[src/rtl/counter_wrap_monitor.sv]
// Watches an upstream 4-bit counter, counts its 15->0 wraps and flags any
// break in its count sequence or overflow flag.
module counter_wrap_monitor #(
    parameter int WRAP_LIMIT = 8
) (
    input  logic       clk,
    input  logic       reset,
    input  logic       clear,
    input  logic       cnt_reset,
    input  logic       cnt_enable,
    input  logic [3:0] counter_in,
    input  logic       overflow_in,
    output logic [7:0] wrap_count,
    output logic       alarm,
    output logic       seq_fault,
    output logic [1:0] state
);

    typedef enum logic [1:0] {
        IDLE  = 2'd0,
        TRACK = 2'd1,
        ALARM = 2'd2,
        FAULT = 2'd3
    } state_t;

    localparam logic [7:0] LIMIT = 8'(WRAP_LIMIT);

    state_t     r_state;
    state_t     w_state_nx;
    logic [7:0] r_wrap_count;
    logic [7:0] w_wrap_nx;
    logic       r_alarm;
    logic       w_alarm_nx;
    logic       r_seq_fault;
    logic       w_fault_nx;
    logic [3:0] r_prev_count;
    logic       r_prev_en;
    logic       r_prev_rst;
    logic       r_prev_valid;

    logic [3:0] w_expected;
    logic       w_seq_err;
    logic       w_flag_err;
    logic       w_err;
    logic       w_wrap;
    logic [7:0] w_wrap_inc;

    always_comb begin
        if (r_prev_rst)
            w_expected = 4'd0;
        else if (r_prev_en)
            w_expected = r_prev_count + 4'd1;
        else
            w_expected = r_prev_count;
    end

    assign w_seq_err  = r_prev_valid && (counter_in != w_expected);
    assign w_flag_err = overflow_in != (counter_in == 4'd15);
    assign w_err      = w_seq_err || w_flag_err;

    assign w_wrap = r_prev_valid && (r_prev_count == 4'd15) && r_prev_en
                 && !r_prev_rst && (counter_in == 4'd0) && !w_err;

    // Saturate rather than roll over so a long run never hides the alarm
    assign w_wrap_inc = (r_wrap_count == 8'hFF) ? r_wrap_count
                                                : r_wrap_count + 8'd1;

    always_comb begin
        w_state_nx = r_state;
        w_wrap_nx  = r_wrap_count;
        w_alarm_nx = r_alarm;
        w_fault_nx = r_seq_fault;
        if (clear) begin
            w_state_nx = IDLE;
            w_wrap_nx  = 8'd0;
            w_alarm_nx = 1'b0;
            w_fault_nx = 1'b0;
        end else if (r_state == FAULT) begin
            w_state_nx = FAULT;
        end else if (w_err) begin
            w_state_nx = FAULT;
            w_fault_nx = 1'b1;
        end else begin
            if (w_wrap)
                w_wrap_nx = w_wrap_inc;
            w_alarm_nx = (w_wrap_nx >= LIMIT);
            unique case (r_state)
                IDLE:  if (cnt_enable) w_state_nx = TRACK;
                TRACK: if (w_wrap_nx >= LIMIT) w_state_nx = ALARM;
                ALARM: w_state_nx = ALARM;
                FAULT: w_state_nx = FAULT;
            endcase
        end
    end

    always_ff @(posedge clk or negedge reset) begin
        if (!reset) begin
            r_state      <= IDLE;
            r_wrap_count <= 8'd0;
            r_alarm      <= 1'b0;
            r_seq_fault  <= 1'b0;
            r_prev_count <= 4'd0;
            r_prev_en    <= 1'b0;
            r_prev_rst   <= 1'b0;
            r_prev_valid <= 1'b0;
        end else begin
            r_state      <= w_state_nx;
            r_wrap_count <= w_wrap_nx;
            r_alarm      <= w_alarm_nx;
            r_seq_fault  <= w_fault_nx;
            r_prev_count <= counter_in;
            r_prev_en    <= cnt_enable;
            r_prev_rst   <= cnt_reset;
            r_prev_valid <= !clear;
        end
    end

    assign wrap_count = r_wrap_count;
    assign alarm      = r_alarm;
    assign seq_fault  = r_seq_fault;
    assign state      = r_state;

endmodule

[config.mk]
export PLATFORM = sky130hd
export DESIGN_NAME = counter_wrap_monitor
export DESIGN_NICKNAME = d
export VERILOG_FILES = /design/src/rtl/counter_wrap_monitor.sv
export SDC_FILE = /design/constraint.sdc
export NUM_CORES = 1
export LEC_CHECK = 0
export CAP_MARGIN = 10
export CELL_PAD_IN_SITES_DETAIL_PLACEMENT = 2
export CELL_PAD_IN_SITES_GLOBAL_PLACEMENT = 2
export CORE_MARGIN = 2
export CORE_UTILIZATION = 32
export CTS_CLUSTER_DIAMETER = 30
export CTS_CLUSTER_SIZE = 12
export DETAILED_ROUTE_END_ITERATION = 12
export PLACE_DENSITY = 0.77
export SETUP_SLACK_MARGIN = 0.02
export SYNTH_ARGS = -nofsm -noshare
export SYNTH_HDL_FRONTEND = slang
export SYNTH_SLANG_ARGS = --single-unit
[constraint.sdc]
create_clock -name clk -period 2.9 [get_ports clk]
set_input_delay 0.58 -clock clk [delete_from_list [all_inputs] [get_ports clk]]
set_output_delay 0.58 -clock clk [all_outputs]
set_load 0.02 [all_outputs]
==> run summary <==
Detail Placement HPWL - 2814 microns
# setup viols final - 0
Area grow syn2layout - 37.82%
CP arrival - 2.97 ns
Max Freq - 0.3606 GHz
Drt pass-1 iters - 4
PwrDens - 340.3 nW/um^2
Hold Path Origin - counter_in[2]
Hold Vio Cnt, Final - 0
Die W - 64.24 microns
Largest net degree at the start of global routing - 20
First-pass GRT wire length - 6534 microns
Post-route ant nets - 0
Via density - 5.248
Worst R2R Start - r_prev_count[0]$_DFF_PN0_
I/O Buffers - 21
Status - complete, no violations
Fin Clk Skew - 0.002456 ns
Slew headroom - 35.24%
Cell count after synthesis - 117
Clk pin slew, worst setup/hold paths - 0.13 ns
Die height - 64.24 microns
Unrepaired setup endpoints after global routing - no
Max cap viols - 0
Clock Latency Late Sink - 0.31 ns
Drt drc - 0
GRT Overall Usage - 20.87%
Commonest non-fill, non-tap cell in the layout - dfrtp_1
Vias in the first global route - 1229
R2R Setup Slk - 0.19 ns
IO Count - 22
Fill cell count - 371
Placed Area - 1503 sq um
Tcrit/Tclk final - 95.63%
Total gr overflow - 0
WS Path Type - primary input to flip-flop
Worst-Margin Slew - 0.9684 ns
Clock sink count - 19
Inserted Clock Buffers - 3
RD Place Congestion - 0.7636
Nets@finish - 172
Cell Rows - 21
Cts hold-fix bufs - 0
Clock root buffer master - clkbuf_4
Share of cells above drive strength 1 - 21.79%
Htree depth - 1
Vias - 1060
Shortest period the worst path allows - 2.773 ns
CP endpoint kind - flip-flop
Total power - 544.6 uW
Initial DRC Count - 32
Routed length per placed instance - 19.28 microns
Critical path launch point - counter_in[0]
Number of synthesis warnings - 0
Most frequent cells in the layout - 19 x dfrtp_1, 16 x clkdlybuf4s50_1, 16 x buf_4
Synth cell types - 37
Seq/Total Area, Yosys - 40.95%
Placement Setup Slack - -0.5829 ns
Maximum clock path buffer count - 2
Syn Area/Cell - 9.924 sq um
Critical path required time - 3.09 ns
Core area - 3416 sq um
Setup ws final - 0.1266 ns
Final TNS setup - 0 ns
Max Slew Vio Count - 0
Initial antenna violation count - 0
Starting Density - 33.99%
Detailed Route WL - 3895 microns
Antenna diodes - 0
Worst Path Max Fanout - 3
Post-Syn Area - 1161 sq um
Die ar. - 4126 sq um
P_leak - 0.6883 nW
Syn nets - 132
Max rail drop VDD - 0.1548 mV
Hold Crit Class - primary input to flip-flop
Final Cell Area - 1600 sq um
Worst Setup Start Kind - primary input
CTS tree - built
Flops & latches, synth - 19
final cells by class:
cell class | count | area, sq um | share of cell area [%]
Tap cell | 46 | 57.56 | 3.597
Multi-Input combinational cell | 88 | 683.2 | 42.69
Clock buffer | 3 | 22.52 | 1.407
Clock inverter | 1 | 5.005 | 0.3127
Inverter | 8 | 30.03 | 1.876
Timing Repair Buffer | 37 | 326.6 | 20.41
Sequential cell | 19 | 475.5 | 29.71
what timing repair did:
action | CTS | global route
pin swaps | 6 | 2
gates resized for setup | 6 | 9
setup endpoints to repair | 4 | 4
buffers inserted | 3 | 2
cell families after synthesis:
logic type,share of synthesized area (%)
AOI/OAI and AO/OA,12.39
xor gates and xnor gates,5.280
adders and majority gates,5.388
buffers and inverters,3.340
DFF,40.95
muxes,7.435
and+or+nand+nor,25.22
synthesized netlist by cell type, drive strengths merged:
| library cell | instances | area, sq um |
|---|---|---|
| dfrtp | 19 | 475.5 |
| nor2 | 12 | 45.04 |
| inv | 8 | 30.03 |
| nand3 | 8 | 40.04 |
| a21oi | 6 | 33.78 |
| mux2i | 6 | 60.06 |
| nand4 | 6 | 37.54 |
| o21ai | 6 | 30.02 |
| ha | 5 | 62.56 |
| or3 | 5 | 31.28 |
| xnor2 | 4 | 35.03 |
| and3 | 3 | 18.77 |
| nand2 | 3 | 11.26 |
| nor4 | 3 | 40.04 |
| xor2 | 3 | 26.28 |
| mux2 | 2 | 26.27 |
| nand3b | 2 | 15.01 |
| nor2b | 2 | 12.51 |
| a211oi | 1 | 7.510 |
| a21bo | 1 | 10.01 |
| a21boi | 1 | 11.26 |
| a41oi | 1 | 16.27 |
| and4 | 1 | 8.760 |
| buf | 1 | 5.000 |
| clkbuf | 1 | 3.750 |
| nand4b | 1 | 8.760 |
| nor3 | 1 | 5.000 |
| nor3b | 1 | 7.510 |
| o211a | 1 | 10.01 |
| o31a | 1 | 8.760 |
| o41ai | 1 | 16.27 |
| or4 | 1 | 11.26 |
power breakdown:
part | total (mW) | switching, mW | internal [mW]
logic | 0.111 | 0.0600 | 0.0513
registers | 0.284 | 0.0105 | 0.274
clock network | 0.149 | 0.0976 | 0.0516
total | 0.545 | 0.168 | 0.377
registers in the layout (all words and copies together), names as in the netlist:
signal,count
wrap_count,8
r_prev_count,4
state,2
alarm,1
r_prev_en,1
r_prev_rst,1
r_prev_valid,1
seq_fault,1
metal layers:
metal	wire length (microns)	track usage, %	vias to the layer above
li1	-	-	502
met1	1588	25.41	531
met2	2138	38.93	21
met3	109	2.993	6
met4	58	3.989	0
met5	0	0	-
stage by stage:
stage | hold slack [ns] | cells | utilization (%)
floorplan | 0.2844 | 117 | -
global placement | 0.4901 | 193 | 43.99
detailed placement | 0.5064 | 193 | 43.99
CTS | 0.5409 | 200 | 45.60
global route | 0.5156 | 202 | 46.85
finish | 0.5249 | 202 | 46.85
worst paths after layout:
path | cells after the start | to
worst max-delay path | 11 | state[1]$_DFFE_PN0P_
worst min-delay path | 2 | r_prev_count[2]$_DFF_PN0_
worst max register to register | 10 | state[0]$_DFFE_PN0P_
worst min register to register | 2 | seq_fault$_DFFE_PN0P_
max in group asynchronous | 1 | r_prev_count[2]$_DFF_PN0_
min in group asynchronous | 1 | wrap_count[2]$_DFFE_PN0P_
worst max-delay path, stage by stage:
cell and delay [ns]:
clkdlybuf4s15_1 0.19, or4_4 0.53, nor4_4 0.18, buf_4 0.17, buf_4 0.11, nor3b_1 0.40, a21boi_4 0.13, a41oi_2 0.28
buf_4 0.16, mux2i_1 0.17, a21oi_1 0.08
(Power assumes the default switching activity.)
